--- config.mk ---
export PLATFORM = sky130hd
export DESIGN_NAME = spi_slave_ss_wb
export DESIGN_NICKNAME = d
export VERILOG_FILES = /design/src/rtl/spi_slave_ss_wb.sv
export SDC_FILE = /design/constraint.sdc
export NUM_CORES = 1
export LEC_CHECK = 0
export ABC_AREA = 1
export CAP_MARGIN = 5
export CORE_ASPECT_RATIO = 0.9
export CORE_MARGIN = 10
export CORE_UTILIZATION = 35
export DETAILED_ROUTE_END_ITERATION = 8
export PLACE_DENSITY_LB_ADDON = 0.1
export SLEW_MARGIN = 20
export SYNTH_ARGS = -nofsm -noshare
export SYNTH_HDL_FRONTEND = slang
export SYNTH_SLANG_ARGS = --single-unit
export TNS_END_PERCENT = 1
--- constraint.sdc ---
create_clock -name clk -period 10.5 [get_ports clk]
set_input_delay 2.1 -clock clk [delete_from_list [all_inputs] [get_ports clk]]
set_output_delay 2.1 -clock clk [all_outputs]
set_load 0.03 [all_outputs]
--- src/rtl/spi_slave_ss_wb.sv ---
// SPI responder with a Wishbone register port; sck/ss_L/mosi are oversampled on clk.
// Optional build macro SPI_SLAVE_SS_WB_IRQ_EN adds an irq output and CONTROL bit1 irq_mask.
module spi_slave_ss_wb #(
    parameter int BUS_WID  = 32,
    parameter int WID      = 24,
    parameter int WID_LEN  = 5,
    parameter bit POLARITY = 1'b0,
    parameter bit PHASE    = 1'b0
) (
    input  logic               clk,
    input  logic               rst,
    input  logic               sck,
    input  logic               ss_L,
    input  logic               mosi,
`ifdef SPI_SLAVE_SS_WB_IRQ_EN
    output logic               irq,
`endif
    output logic               miso,
    input  logic               wb_cyc,
    input  logic               wb_stb,
    input  logic               wb_we,
    input  logic [BUS_WID/8-1:0] wb_sel,
    input  logic [BUS_WID-1:0] wb_addr,
    input  logic [BUS_WID-1:0] wb_dat_w,
    output logic               wb_ack,
    output logic [BUS_WID-1:0] wb_dat_r
);

    typedef enum logic [1:0] {IDLE, SHIFT, DONE} state_t;

    state_t             state_q, state_d;
    logic [2:0]         sck_sync_q, sck_sync_d;
    logic [2:0]         ss_sync_q, ss_sync_d;
    logic [1:0]         mosi_sync_q, mosi_sync_d;
    logic [WID_LEN-1:0] cnt_q, cnt_d;
    logic [WID-1:0]     shadow_q, shadow_d;
    logic [WID-1:0]     rx_q, rx_d;
    logic [WID-1:0]     to_master_q, to_master_d;
    logic [WID-1:0]     from_master_q, from_master_d;
    logic               miso_q, miso_d;
    logic               done_q, done_d;
    logic               aborted_q, aborted_d;
    logic               overrun_q, overrun_d;
    logic               enable_q, enable_d;
    logic               ack_q, ack_d;
    logic [BUS_WID-1:0] dat_r_q, dat_r_d;
`ifdef SPI_SLAVE_SS_WB_IRQ_EN
    logic               irq_mask_q, irq_mask_d;
    logic               irq_q, irq_d;
`endif

    logic sck_rise, sck_fall, sample_edge, shift_edge, ss_fall, ss_rise;
    logic set_done, set_aborted, set_overrun;
    logic access, wr;
    logic [2:0] w1c;
    logic [BUS_WID-1:0] rdata;
    logic busy;

    assign sck_rise    = sck_sync_q[1] & ~sck_sync_q[2];
    assign sck_fall    = ~sck_sync_q[1] & sck_sync_q[2];
    assign sample_edge = (PHASE == POLARITY) ? sck_rise : sck_fall;
    assign shift_edge  = (PHASE == POLARITY) ? sck_fall : sck_rise;
    assign ss_fall     = ~ss_sync_q[1] & ss_sync_q[2];
    assign ss_rise     = ss_sync_q[1] & ~ss_sync_q[2];
    assign busy        = (state_q != IDLE);
    assign access      = wb_cyc & wb_stb & ~ack_q;
    assign wr          = access & wb_we;

    always_comb begin
        case (wb_addr[3:0])
            4'h0:    rdata = BUS_WID'({overrun_q, aborted_q, done_q, busy});
            4'h4:    rdata = BUS_WID'(to_master_q);
            4'h8:    rdata = BUS_WID'(from_master_q);
`ifdef SPI_SLAVE_SS_WB_IRQ_EN
            4'hC:    rdata = BUS_WID'({irq_mask_q, enable_q});
`else
            4'hC:    rdata = BUS_WID'(enable_q);
`endif
            default: rdata = '0;
        endcase
    end

    // NOTE: every _d gets its hold value first so no path through this block infers a latch.
    always_comb begin
        state_d       = state_q;
        sck_sync_d    = {sck_sync_q[1:0], sck};
        ss_sync_d     = {ss_sync_q[1:0], ss_L};
        mosi_sync_d   = {mosi_sync_q[0], mosi};
        cnt_d         = cnt_q;
        shadow_d      = shadow_q;
        rx_d          = rx_q;
        to_master_d   = to_master_q;
        from_master_d = from_master_q;
        miso_d        = miso_q;
        enable_d      = enable_q;
        set_done      = 1'b0;
        set_aborted   = 1'b0;
        set_overrun   = 1'b0;
        ack_d         = access;
        dat_r_d       = dat_r_q;
        w1c           = 3'b000;
`ifdef SPI_SLAVE_SS_WB_IRQ_EN
        irq_mask_d    = irq_mask_q;
        irq_d         = irq_mask_q & (done_q | overrun_q | aborted_q);
`endif

        unique case (state_q)
            IDLE: begin
                miso_d = 1'b0;
                if (ss_fall && enable_q) begin
                    state_d  = SHIFT;
                    cnt_d    = '0;
                    // PHASE=0 drives the MSB now; PHASE=1 waits for the first shift edge.
                    shadow_d = PHASE ? to_master_q : (to_master_q << 1);
                    miso_d   = PHASE ? 1'b0 : to_master_q[WID-1];
                end
            end
            SHIFT: begin
                if (ss_rise) begin
                    state_d     = IDLE;
                    set_aborted = 1'b1;
                    miso_d      = 1'b0;
                end else begin
                    if (sample_edge) begin
                        rx_d  = {rx_q[WID-2:0], mosi_sync_q[1]};
                        cnt_d = cnt_q + 1'b1;
                        if (cnt_q == WID_LEN'(WID - 1)) begin
                            state_d       = DONE;
                            from_master_d = rx_d;
                            set_done      = 1'b1;
                            set_overrun   = done_q;
                        end
                    end
                    if (shift_edge) begin
                        miso_d   = shadow_q[WID-1];
                        shadow_d = shadow_q << 1;
                    end
                end
            end
            DONE: begin
                if (ss_rise) begin
                    state_d = IDLE;
                    miso_d  = 1'b0;
                end
            end
            default: state_d = IDLE;
        endcase

        if (access && !wb_we) dat_r_d = rdata;
        if (wr) begin
            case (wb_addr[3:0])
                4'h0: w1c = wb_dat_w[3:1];
                4'h4: to_master_d = wb_dat_w[WID-1:0];
                4'hC: begin
                    enable_d = wb_dat_w[0];
`ifdef SPI_SLAVE_SS_WB_IRQ_EN
                    irq_mask_d = wb_dat_w[1];
`endif
                end
                default: ;
            endcase
        end

        // A hardware set in the same cycle as a W1C clear keeps the flag set.
        done_d    = (done_q & ~w1c[0]) | set_done;
        aborted_d = (aborted_q & ~w1c[1]) | set_aborted;
        overrun_d = (overrun_q & ~w1c[2]) | set_overrun;
    end

    // NOTE: sequential state uses non-blocking assignments so all flops update together.
    always_ff @(posedge clk or posedge rst) begin
        if (rst) begin
            state_q       <= IDLE;
            sck_sync_q    <= {3{POLARITY}};
            ss_sync_q     <= 3'b111;
            mosi_sync_q   <= 2'b00;
            cnt_q         <= '0;
            shadow_q      <= '0;
            rx_q          <= '0;
            to_master_q   <= '0;
            from_master_q <= '0;
            miso_q        <= 1'b0;
            done_q        <= 1'b0;
            aborted_q     <= 1'b0;
            overrun_q     <= 1'b0;
            enable_q      <= 1'b0;
            ack_q         <= 1'b0;
            dat_r_q       <= '0;
`ifdef SPI_SLAVE_SS_WB_IRQ_EN
            irq_mask_q    <= 1'b0;
            irq_q         <= 1'b0;
`endif
        end else begin
            state_q       <= state_d;
            sck_sync_q    <= sck_sync_d;
            ss_sync_q     <= ss_sync_d;
            mosi_sync_q   <= mosi_sync_d;
            cnt_q         <= cnt_d;
            shadow_q      <= shadow_d;
            rx_q          <= rx_d;
            to_master_q   <= to_master_d;
            from_master_q <= from_master_d;
            miso_q        <= miso_d;
            done_q        <= done_d;
            aborted_q     <= aborted_d;
            overrun_q     <= overrun_d;
            enable_q      <= enable_d;
            ack_q         <= ack_d;
            dat_r_q       <= dat_r_d;
`ifdef SPI_SLAVE_SS_WB_IRQ_EN
            irq_mask_q    <= irq_mask_d;
            irq_q         <= irq_d;
`endif
        end
    end

    assign miso     = miso_q;
    assign wb_ack   = ack_q;
    assign wb_dat_r = dat_r_q;
`ifdef SPI_SLAVE_SS_WB_IRQ_EN
    assign irq      = irq_q;
`endif

endmodule

==> results of run 1 <==
-- through the flow --
stage	setup WS, ps	hold slack (ps)
2_1_floorplan	4680	331
3_3_place_gp	6320	336
3_5_place_dp	6260	337
4_1_cts	6710	350
5_1_grt	6570	357
6_report	6720	348
-- flip-flops by register name, indices dropped and copies added, names as in the netlist --
signal         cells
aborted_q          1
cnt_q              5
done_q             1
enable_q           1
from_master_q     24
miso               1
mosi_sync_q        2
overrun_q          1
rx_q              23
sck_sync_q         3
shadow_q          23
ss_sync_q          3
state_q            2
to_master_q       24
wb_ack             1
wb_dat_r          24
-- layer usage --
| metal | global-route usage, % | vias to the layer above | wire (um) |
|---|---|---|---|
| met5 | 0 | - | 0 |
| met4 | 3.59 | 0 | 170 |
| met3 | 4.19 | 13 | 760 |
| met2 | 22.2 | 118 | 7430 |
| met1 | 18.1 | 2329 | 7660 |
| li1 | - | 2522 | - |
-- kinds of logic after synthesis --
kind of cell | share of synthesized area [%]
adder cells (fa/ha/maj) | 0.798
AND/OR/NAND/NOR | 26.3
flip-flops | 55.5
buffers and inverters | 8.40
other | 0.0598
AO/OA/AOI/OAI | 8.90
-- report_power, final --
part           leakage (nW)  switching, mW  internal [mW]
clock                 0.250          0.210          0.312
combinational          1.72          0.188         0.0836
sequential             1.87         0.0382          0.595
-- cells in the mapped netlist (all sizes together) --
| cell | n | area share, % |
|---|---|---|
| nand4 | 2 | 0.20 |
| conb | 1 | 0.060 |
| buf | 30 | 3.1 |
| o21ai | 106 | 8.7 |
| dfstp | 3 | 1.3 |
| ha | 4 | 0.80 |
| inv | 73 | 4.4 |
| o21bai | 1 | 0.12 |
| nand3 | 65 | 5.2 |
| or2 | 1 | 0.10 |
| nor2 | 18 | 1.5 |
| nand2 | 321 | 19 |
| a21oi | 1 | 0.080 |
| clkbuf | 16 | 0.96 |
| dfrtp | 136 | 54 |
| nor3 | 2 | 0.16 |
-- path summary, 6_finish.rpt --
path                                                    end  slack (ps)  cells past startpoint                    start
worst max-delay path            to_master_q[23]$_DFFE_PP0P_        6720                      8               wb_addr[1]
worst min-delay path                sck_sync_q[1]$_DFF_PP0_         350                      0  sck_sync_q[0]$_DFF_PP0_
worst max register to register     shadow_q[19]$_DFFE_PP0P_        8360                     10   state_q[1]$_DFFE_PP0P_
worst min register to register      sck_sync_q[1]$_DFF_PP0_         350                      0  sck_sync_q[0]$_DFF_PP0_
max in group asynchronous          wb_dat_r[14]$_DFFE_PP0P_        7060                      3                      rst
min in group asynchronous           sck_sync_q[0]$_DFF_PP0_        2200                      2                      rst
-- worst register-to-register path, stage by stage (launching register included) --
cell and delay (ps):
dfrtp_1 390, inv_1 90, ha_1 180, buf_4 330, nand3_1 130, o21ai_0 90, nand3_1 90, buf_4 230
inv_2 360, nand2_1 120, nand2_1 70
-- layout make-up --
class / instances / area (um^2) / share of cell area, %
sequential: 139 / 3480 / 46.2
clock buffer: 23 / 478 / 6.34
clock inverter: 4 / 20.0 / 0.265
tap: 240 / 300 / 3.98
inverter: 73 / 279 / 3.70
multi-input combinational: 529 / 2290 / 30.4
timing repair buffer: 72 / 693 / 9.19
-- cell usage in the layout, fill, tap and decap left out, types with 3 or more instances in the layout --
cell             count
buf_4               11
clkbuf_1             3
clkbuf_16           17
clkbuf_8             3
clkdlybuf4s50_1     61
clkinv_2             4
conb_1               8
dfrtp_1            136
dfstp_2              3
ha_1                 4
inv_1               68
inv_2                4
nand2_1            321
nand3_1             65
nor2_1              14
nor2_4               3
o21ai_0             79
o21ai_1             23
o21ai_2              4
==> metrics.cfg, run 1 <==
[finish]
finalNonFillerCells=1080
post-route-cell-area_mm2=0.00754
fin_nets=912
utilization_pct=42.8
drive_above_1_share_pct=6.07
nFillCells=1814
diodes=0
areaGrowthSynthToFinish_pct=20.2

[cts]
cts_buffers=17
clock_latency_ps=420
cts_resized=0
hold_buffers=0
tritoncts=done
clock_path_buffers=2
clkSlewWorstSetupHoldPaths_ps=50
cts_root_buf=clkbuf_16
htree_levels=4
post_cts_buffers=0
cts.sinks=139

[grt]
grt_pass1_wl_um=26500
grt_max_degree=83
overflow=0
antenna_found_initial=0
grt_usage_pct=13.9
grt_pass1_vias=4966

[floorplan]
core_area_mm2=0.0176
die_area_mm2=0.0237
fp-row-count=46
start_util_pct=35.6
die-height_um=147
die_w_um=161
pin_count=110

[sta]
fmax_mhz=264
drv_slew=0
timing.final.crit_share_pct=36.0
tightest_slew_ps=785
skew_ps=8.89
period_needed_ps=3780
setup_tns_ps=0
setup_viol=0
hold_viol_final=0
rsz0062_at_grt=no
max_slew_margin_pct=47.7

[logic_synthesis]
ys_ff_latch=139
syn_inst=780
synth_area_mm2=0.00627
syn_area_per_cell_um2=8.04
yosysWarnings=0
seq_area_frac_synth_pct=55.5
synth.distinct_cells=24

[flow_run]
maxCapViolCount=0

[power]
power.total_mw=1.43
ir_worst_vdd_mv=0.108
p_leak_nw=3.84
power.density_mw_per_mm2=189

[placement]
gp_congestion=0.840
place_area_mm2=0.00704
dp.cells=1053
dp_hpwl_um=10600
place.port_buffers=61

[routing]
drtAntennaViolNets=0
via_per_inst=4.61
drc_errors=0
dr.pass1.iters=5
wl_per_cell_um=14.8
vias=4982
drt_iter0_drc=311
wl_um=16000

[setup_path]
cp_max_fo=54
start_kind=input pin
critPathArrivalTime_ps=4070
critical_path.endpoint_type=register
crit_chain=clkdlybuf4s50_1, nor2_4, buf_4, nand2_1, or2_1, buf_4, nand2_1, o21ai_2
crit_required_ps=10790
critical-path-slowest-cell=buf_4
critPathMaxStageDelay_ps=490
crit_family=buffers and inverters
worst-path-buf-inv=3
worst-setup-path-type=input pin to register

[min_path]
hp-class=register to register

[status]
status=finished, final reports clean

(Power assumes the default switching activity.)
==> run 2, diff against run 1 <==
Clock period 10.5 ns to 3.9 ns, I/O delays scaled along.
==> run 2 against run 1 <==
Compared with the run above: first-iteration DRC count increased by 3.9%; critical path depth increased by 3; power increased to 3.0 times the previous value; clock-buffer cell count decreased by 3; register-to-register slack got worse by 6800 ps; non-clock buffer count increased by 4; global-route usage decreased by 0.49 points; via count increased by 1.5%; sequential share of layout area decreased by 1.2 points.
==> metrics.cfg, run 2 (synthesized netlist as in run 1, its figures left out) <==
[setup_path]
worst-setup-path-type=register to register  ; was input pin to register
crit_chain=inv_1, ha_1, buf_4, inv_2, buf_4, nand2_1, nand2_1, nor2_1, inv_1, nand2_1, nand2_1  ; was clkdlybuf4s50_1, nor2_4, buf_4, nand2_1, or2_1, buf_4, nand2_1, o21ai_2
critPathMaxStageDelay_ps=400  ; was 490 ps
start_kind=register  ; was input pin
critPathArrivalTime_ps=2650  ; was 4070 ps
cpMostUsedCell=nand2_1
worst-path-buf-inv=5  ; was 3
critical_path.endpoint_type=register  ; unchanged
cp_max_fo=27  ; was 54
r2r_slack_ps=1560  ; was 8360 ps
crit_required_ps=4210  ; was 10,790 ps
critical-path-slowest-cell=dfrtp_1  ; was buf_4
r2r-start=state_q[1]$_DFFE_PP0P_  ; unchanged
timing.rr.end=cnt_q[1]$_DFFE_PP0P_  ; was shadow_q[19]$_DFFE_PP0P_
crit_family=buffers and inverters  ; unchanged
reg2reg_depth=11  ; was 10

[floorplan]
die-height_um=147  ; unchanged
pin_count=110  ; unchanged
die_area_mm2=0.0237  ; unchanged
start_util_pct=35.6  ; unchanged
core_area_mm2=0.0176  ; unchanged
fp-row-count=46  ; unchanged
die_w_um=161  ; unchanged

[finish]
multi_input_area_mm2=0.00229  ; unchanged
post-route-cell-area_mm2=0.00773  ; was 0.00754 mm^2
areaGrowthSynthToFinish_pct=23.3  ; was 20.2%
layout_commonest_cell=nand2_1  ; unchanged
utilization_pct=43.9  ; was 42.8%
regArea_mm2=0.00348  ; unchanged
drive_above_1_share_pct=7.30  ; was 6.07%
final_cell_mix=321 x nand2_1, 136 x dfrtp_1, 79 x o21ai_0  ; unchanged
nFillCells=1777  ; was 1,814
diodes=0  ; unchanged
fin_nets=916  ; was 912

[sta]
tightest_slew_ps=777  ; was 785 ps
max_slew_margin_pct=48.2  ; was 47.7%
timing.final.crit_share_pct=60.0
drv_slew=0  ; unchanged
setup_tns_ps=0  ; unchanged
fmax_mhz=427
setup_ws_ps=1560  ; was 6720 ps
skew_ps=8.63  ; was 8.89 ps
whs_ps=351  ; was 348 ps
hold_viol_final=0  ; unchanged
rsz0062_at_grt=no  ; unchanged
period_needed_ps=2340
setup_viol=0  ; unchanged

[routing]
drc_errors=0  ; unchanged
via_per_inst=4.65  ; was 4.61
drt_iter0_drc=323  ; was 311
wl_um=15700  ; was 16,000 um
wl_per_cell_um=14.4  ; was 14.8 um
vias=5059  ; was 4,982
drtAntennaViolNets=0  ; unchanged
dr.pass1.iters=4  ; was 5

[min_path]
hp-class=register to register  ; unchanged
hold_path_end=sck_sync_q[1]$_DFF_PP0_  ; unchanged
hp-start=sck_sync_q[0]$_DFF_PP0_  ; unchanged
whs_path_depth=0  ; unchanged

[power]
switchingPower_mw=1.22  ; was 436 uW
clkPwrFrac_pct=42.3  ; was 36.6%
power.density_mw_per_mm2=546  ; was 189 mW/mm^2
p_leak_nw=3.93  ; was 3.84 nW
p_int_mw=3.00  ; was 991 uW
ir_worst_vdd_mv=0.333  ; was 0.108 mV
p_comb_share_pct=17.2  ; was 19.0%
seqPwrFrac_pct=40.4  ; was 44.4%
swShare_pct=28.9  ; was 30.6%

[cts]
tritoncts=done  ; unchanged
htree_levels=4  ; unchanged
cts_buffers=17  ; unchanged
clock_path_buffers=2  ; unchanged
cts_resized=0  ; unchanged
cts_root_buf=clkbuf_16  ; unchanged
clock_latency_ps=420  ; about the same
clkSlewWorstSetupHoldPaths_ps=50  ; about the same
cts.sinks=139  ; unchanged
post_cts_buffers=0  ; unchanged
hold_buffers=0  ; unchanged

[grt]
grt_pass1_vias=4887  ; was 4,966
grt_pass1_wl_um=25900  ; was 26,500 um
antenna_found_initial=0  ; unchanged
grt_max_degree=140  ; was 83
overflow=0  ; unchanged
grt_usage_pct=13.5  ; was 13.9%

[flow_run]
maxCapViolCount=0  ; unchanged

[placement]
place_ws_ps=1380  ; was 6260 ps
place_area_mm2=0.00709  ; was 0.00704 mm^2
place.port_buffers=61  ; unchanged
dp_hpwl_um=10500  ; was 10,600 um
gp_congestion=0.802  ; was 0.840

[status]
status=finished, final reports clean  ; unchanged

run 2: how the worst max path moves through the flow:
| stage | startpoint | to | cells after the start |
|---|---|---|---|
| final | state_q[1]$_DFFE_PP0P_ | cnt_q[1]$_DFFE_PP0P_ | 11 |
| after global routing | state_q[1]$_DFFE_PP0P_ | cnt_q[1]$_DFFE_PP0P_ | 11 |
| after CTS | state_q[1]$_DFFE_PP0P_ | cnt_q[1]$_DFFE_PP0P_ | 11 |
| after detailed placement | wb_cyc | wb_dat_r[11]$_DFFE_PP0P_ | 7 |
| after global placement | wb_cyc | wb_dat_r[8]$_DFFE_PP0P_ | 7 |
| after floorplan | rst | aborted_q$_DFF_PP0_ | 1 |
run 2: layout make-up:
type	instances	share of cell area [%]
Clock buffer	20	5.90
Inverter	73	3.59
Timing Repair Buffer	76	9.51
Sequential cell	139	45.0
Clock inverter	12	2.49
Tap cell	240	3.88
Multi-Input combinational cell	529	29.6
run 2: stage by stage:
stage                     instances  total power [mW]
after floorplan                 787              2.24
after global placement         1057              2.45
after detailed placement       1057              2.46
after CTS                      1089              4.28
after global routing           1089              4.45
final                          1089              4.23
run 2: power by group through the flow:
| stage | registers, mW | clock network (mW) | logic (mW) |
|---|---|---|---|
| detailed placement | 1.73 | 0 | 0.732 |
| floorplan | 1.72 | 0 | 0.522 |
| finish | 1.71 | 1.79 | 0.729 |
| global route | 1.73 | 1.88 | 0.840 |
| global placement | 1.73 | 0 | 0.725 |
| CTS | 1.71 | 1.83 | 0.739 |
run 2: per-layer routing:
metal / vias to the layer above / global-route usage, % / part of all wire (%)
met5: - / 0 / 0
met4: 0 / 3.23 / 0.71
met3: 10 / 3.83 / 4.2
met2: 92 / 20.8 / 46
met1: 2415 / 18.2 / 49
li1: 2542 / - / -
run 2: worst reg2reg max path, stage by stage, from the launching register on:
cell and delay (ps):
dfrtp_1 400, inv_1 90, ha_1 280, buf_4 330
inv_2 90, buf_4 240, nand2_1 110, nand2_1 60
nor2_1 340, inv_1 160, nand2_1 90, nand2_1 50
==> run 3, diff against run 2 <==
Clock period 3.9 ns to 2.1 ns, I/O delays scaled along.
==> run 3 against run 2 <==
Compared with the run above: non-clock buffer count is 4 higher; worst hold slack got worse by 5.7 ps; clock-buffer cell count is 1 higher; global-route usage increased by 0.46 points; power grew 74%; flip-flop and latch count unchanged; sequential share of layout area about the same; utilization about the same; die area unchanged; final area about the same; routed wire length decreased by 0.34%; critical endpoint is now wb_dat_r[0]; largest cell class unchanged.
==> metrics.cfg, run 3 (synthesized netlist as in run 1, its figures left out) <==
[min_path]
hp-class=input pin to async pin  ; was register to register

[routing]
dr.pass1.iters=5  ; was 4
drc_errors=0  ; unchanged
drt_iter0_drc=306  ; was 323
vias=5008  ; was 5,059
wl_um=15700  ; about the same
wl_per_cell_um=14.4  ; about the same
via_per_inst=4.59  ; was 4.65
drtAntennaViolNets=0  ; unchanged

[cts]
tritoncts=done  ; unchanged
clkSlewWorstSetupHoldPaths_ps=60  ; was 50 ps
clock_latency_ps=420  ; about the same
cts_buffers=17  ; unchanged
post_cts_buffers=0  ; unchanged
clock_path_buffers=2  ; unchanged
cts_root_buf=clkbuf_16  ; unchanged
htree_levels=4  ; unchanged
cts.sinks=139  ; unchanged

[sta]
setup_ws_ps=201  ; was 1560 ps
rsz0062_at_grt=no  ; unchanged
hold_viol_final=0  ; unchanged
period_needed_ps=1900
drv_slew=0  ; unchanged
max_slew_margin_pct=42.2  ; was 48.2%
timing.final.crit_share_pct=90.4
setup_viol=0  ; unchanged
tightest_slew_ps=864  ; was 777 ps
fmax_mhz=527
whs_ps=345  ; was 351 ps
skew_ps=8.81  ; was 8.63 ps

[placement]
place_ws_ps=-121  ; was 1380 ps
place.port_buffers=61  ; unchanged
dp_hpwl_um=11000  ; was 10,500 um
gp_congestion=0.818  ; was 0.802

[floorplan]
die_area_mm2=0.0237  ; unchanged
start_util_pct=35.6  ; unchanged
die_w_um=161  ; unchanged
core_area_mm2=0.0176  ; unchanged
fp-row-count=46  ; unchanged
pin_count=110  ; unchanged
die-height_um=147  ; unchanged

[power]
ir_worst_vdd_mv=0.538  ; was 0.333 mV
power.density_mw_per_mm2=949  ; was 546 mW/mm^2
p_leak_nw=3.93  ; about the same

[setup_path]
critPathMaxStageDelay_ps=690  ; was 400 ps
r2r_slack_ps=270  ; was 1560 ps
crit_required_ps=1680  ; was 4210 ps
crit_family=buffers and inverters  ; unchanged
r2r-start=state_q[1]$_DFFE_PP0P_  ; unchanged
crit_chain=clkdlybuf4s50_1  ; was inv_1, ha_1, buf_4, inv_2, buf_4, nand2_1, nand2_1, nor2_1, inv_1, nand2_1, nand2_1
timing.rr.end=rx_q[0]$_DFFE_PP0P_  ; was cnt_q[1]$_DFFE_PP0P_
critical-path-slowest-cell=clkdlybuf4s50_1  ; was dfrtp_1
critPathArrivalTime_ps=1480  ; was 2650 ps
critical_path.endpoint_type=output port  ; was register
cp_max_fo=2  ; was 27
reg2reg_depth=8  ; was 11
start_kind=register  ; unchanged
worst-path-buf-inv=1  ; was 5
worst-setup-path-type=register to output port  ; was register to register

[grt]
grt_usage_pct=13.9  ; was 13.5%
grt_pass1_vias=5067  ; was 4,887
grt_pass1_wl_um=26600  ; was 25,900 um
grt_max_degree=64  ; was 140
antenna_found_initial=0  ; unchanged
overflow=0  ; unchanged

[finish]
layout_commonest_cell=nand2_1  ; unchanged
nFillCells=1770  ; was 1,777
areaGrowthSynthToFinish_pct=23.3  ; about the same
drive_above_1_share_pct=7.64  ; was 7.30%
utilization_pct=43.9  ; about the same
final_cell_mix=321 x nand2_1, 136 x dfrtp_1, 79 x o21ai_0  ; unchanged
diodes=0  ; unchanged
fin_nets=920  ; was 916

[flow_run]
maxCapViolCount=0  ; unchanged

[status]
status=finished, final reports clean  ; unchanged

-- run 3: stage by stage --
stage          setup TNS [ps]  power [mW]  area, um^2  cells
6_report                    0        7.34        7740   1091
5_1_grt                     0        7.81        7740   1091
4_1_cts                     0        7.45        7730   1091
3_5_place_dp            -1390        4.61        7190   1061
3_3_place_gp            -1160        4.58        7190   1061
2_1_floorplan           -7160        4.16        6300    787
-- run 3: final cells by class --
type,count,area (um^2),area share (%)
well taps,240,300,3.88
clock inverters,9,72.6,0.938
clock buffers,21,470,6.08
flip-flops and latches,139,3480,45.0
repair buffers,80,841,10.9
multi-input cells,529,2290,29.6
inverters,73,278,3.59
-- run 3: what timing repair did --
item | CTS | global route
resized for setup | 0 | 1
hold buffers | 0 | 0
setup endpoints to repair | 0 | 4
-- run 3: worst max-delay path by stage --
| stage | from | to | cells after the start |
|---|---|---|---|
| 3_5_place_dp | wb_stb | wb_dat_r[10]$_DFFE_PP0P_ | 6 |
| 2_1_floorplan | rst | aborted_q$_DFF_PP0_ | 1 |
| 3_3_place_gp | wb_cyc | wb_dat_r[23]$_DFFE_PP0P_ | 6 |
| 5_1_grt | state_q[1]$_DFFE_PP0P_ | shadow_q[23]$_DFFE_PP0P_ | 8 |
| 4_1_cts | wb_dat_r[0]$_DFFE_PP0P_ | wb_dat_r[0] | 1 |
| 6_report | wb_dat_r[0]$_DFFE_PP0P_ | wb_dat_r[0] | 1 |
-- run 3: report_power, final --
part / internal, mW / total (mW) / switching, mW
clock: 1.69 / 2.78 / 1.09
combinational: 0.456 / 1.38 / 0.927
sequential: 2.98 / 3.18 / 0.201
-- run 3: metal layers --
layer / GRT usage, % / vias to the layer above / routed length, um
met5: 0 / - / 0
met4: 3.95 / 0 / 133
met3: 4.25 / 11 / 842
met2: 21.7 / 104 / 7230
met1: 18.3 / 2341 / 7460
li1: - / 2552 / -
==> RTL edit: new RTL, config.mk and constraints of run 1 <==
Change the parameter `BUS_WID` from 32 to 64.
--- a/src/rtl/spi_slave_ss_wb.sv
+++ b/src/rtl/spi_slave_ss_wb.sv
@@ -3,3 +3,3 @@
 module spi_slave_ss_wb #(
-    parameter int BUS_WID  = 32,
+    parameter int BUS_WID  = 64,
     parameter int WID      = 24,
Ports: changed (resized wb_addr, wb_dat_r, wb_dat_w and wb_sel); port bits go from 110 to 210. No check against the original RTL was run, so the function may have changed too.
==> RTL edit against run 1 <==
Sequential power about the same. Final area up 3.2%. Setup slack worse by 0.64 ns. Clock power up 23%. Power up 9.1%. Core utilization down 0.40 points. Combinational power up 3%. Wire length up 0.81%. Sequential cell count unchanged. Synthesized area up 3.8%. Count of clock-buffer cells in the layout down 2. Critical endpoint is now wb_dat_r[0]$_DFFE_PP0P_. Highest routed layer unchanged.
==> RTL edit: results (changes against run 1) <==
outcome: completed
Filler cells: 1881 (+3.7%)
nets: 1009 (+11%)
minimum clock period: 4.428 ns (+0.6435 ns)
largest net degree at the start of global routing: 89 (+7.2%)
initial drt markers: 298 (-4.2%)
CP Max Fanout: 26 (-52%)
synth top area cells: dfrtp_1 52%, nand2_1 19%, o21ai_0 6.1%, nand3_1 5.0%, buf_4 4.7%
PostCTS Resize Cnt: 0 (unchanged)
maximum VDD drop: 0.00009203 V (-15%)
crit-path max cell delay: 0.90 ns (+0.41 ns)
routability cong.: 0.8047 (-4.2%)
post-synthesis mux area share: 0% (unchanged)
compound-gate portion of the synthesized area: 8.569% (-0.33 points)
Arrival @ worst endpoint: 4.78 ns (+0.71 ns)
Adder-Cell Fraction of Synth Area: 0.7685% (-0.029 points)
Setup Skew: 0.008760 ns (-0.0001323 ns)
global-route wire length before repair: 26.62 mm (+0.37%)
deepest clock path buffer count: 2 (unchanged)
Seq/Total Area, Yosys: 53.47% (-2.0 points)
Mapped Cells: 812 (+4.1%)
number of global-route vias before repair: 5109 (+2.9%)
post-synthesis xor/xnor area fraction: 0% (unchanged)
average wire per standard cell: 14.45 um (-2.6%)
reg2reg setup slack: 7.63 ns (-0.73 ns)
Synth top cells by count: 321 x nand2_1, 136 x dfrtp_1, 79 x o21ai_0
via count: 5111 (+2.6%)
Slew @ Worst Pin: 1.056 ns (+0.2709 ns)
pre-CTS setup slack: 5.669 ns (-0.5899 ns)
critical path's top delay family: simple AND/OR/NAND/NOR gates
clock latency on the worst-skew pair: 0.42 ns (about the same)
final non-filler cell total: 1118 (+3.5%)
Crit-path slowest cell: nor2_1
worst hold slack: 0.3496 ns (+0.001973 ns)
post-DP HPWL: 10.90 mm (+2.8%)
## RTL edit: cell count changes after synthesis
cell / run 1 / this run
buf_4: 9 / 41
## RTL edit: per-stage QoR
step / area (um2) / util (%)
floorplan: 6659 / -
detailed placement: 7148 / 38.96
finish: 7784 / 42.42
global route: 7784 / 42.42
CTS: 7784 / 42.42
global placement: 7148 / 38.96
## RTL edit: power by group
part | internal (W) | switching [W]
combinational | 0.0000807 | 0.000200
sequential | 0.000595 | 0.0000375
clock | 0.000415 | 0.000228
total | 0.00109 | 0.000465
## RTL edit: final timing paths
check	cells past startpoint	from	to
min reg2reg	0	sck_sync_q[0]$_DFF_PP0_	sck_sync_q[1]$_DFF_PP0_
max	6	wb_cyc	wb_dat_r[0]$_DFFE_PP0P_
min in group asynchronous	2	rst	cnt_q[2]$_DFFE_PP0P_
max in group asynchronous	3	rst	from_master_q[7]$_DFFE_PP0P_
max reg2reg	9	state_q[1]$_DFFE_PP0P_	shadow_q[18]$_DFFE_PP0P_
min	0	sck_sync_q[0]$_DFF_PP0_	sck_sync_q[1]$_DFF_PP0_
## RTL edit: cells by family after synthesis
| logic type | after synthesis |
|---|---|
| and+or+nand+nor | 409 |
| AOI/OAI and AO/OA | 108 |
| adders and majority gates | 4 |
| buffers and inverters | 151 |
| other | 1 |
| DFF | 139 |
## RTL edit: final cells by class
type | count | share of cell area [%]
Sequential cell | 139 | 44.74
Multi-Input combinational cell | 561 | 30.96
Timing Repair Buffer | 69 | 8.616
Clock buffer | 21 | 6.044
Tap cell | 245 | 3.938
Inverter | 73 | 3.585
Clock inverter | 10 | 2.122
## RTL edit: metal layers
layer / GRT usage, % / share of wire, % / up-vias
met5: 0 / 0 / -
met4: 3.795 / 1.1 / 0
met3: 3.725 / 5.9 / 13
met2: 22.17 / 47 / 107
met1: 17.42 / 46 / 2426
li1: - / - / 2565
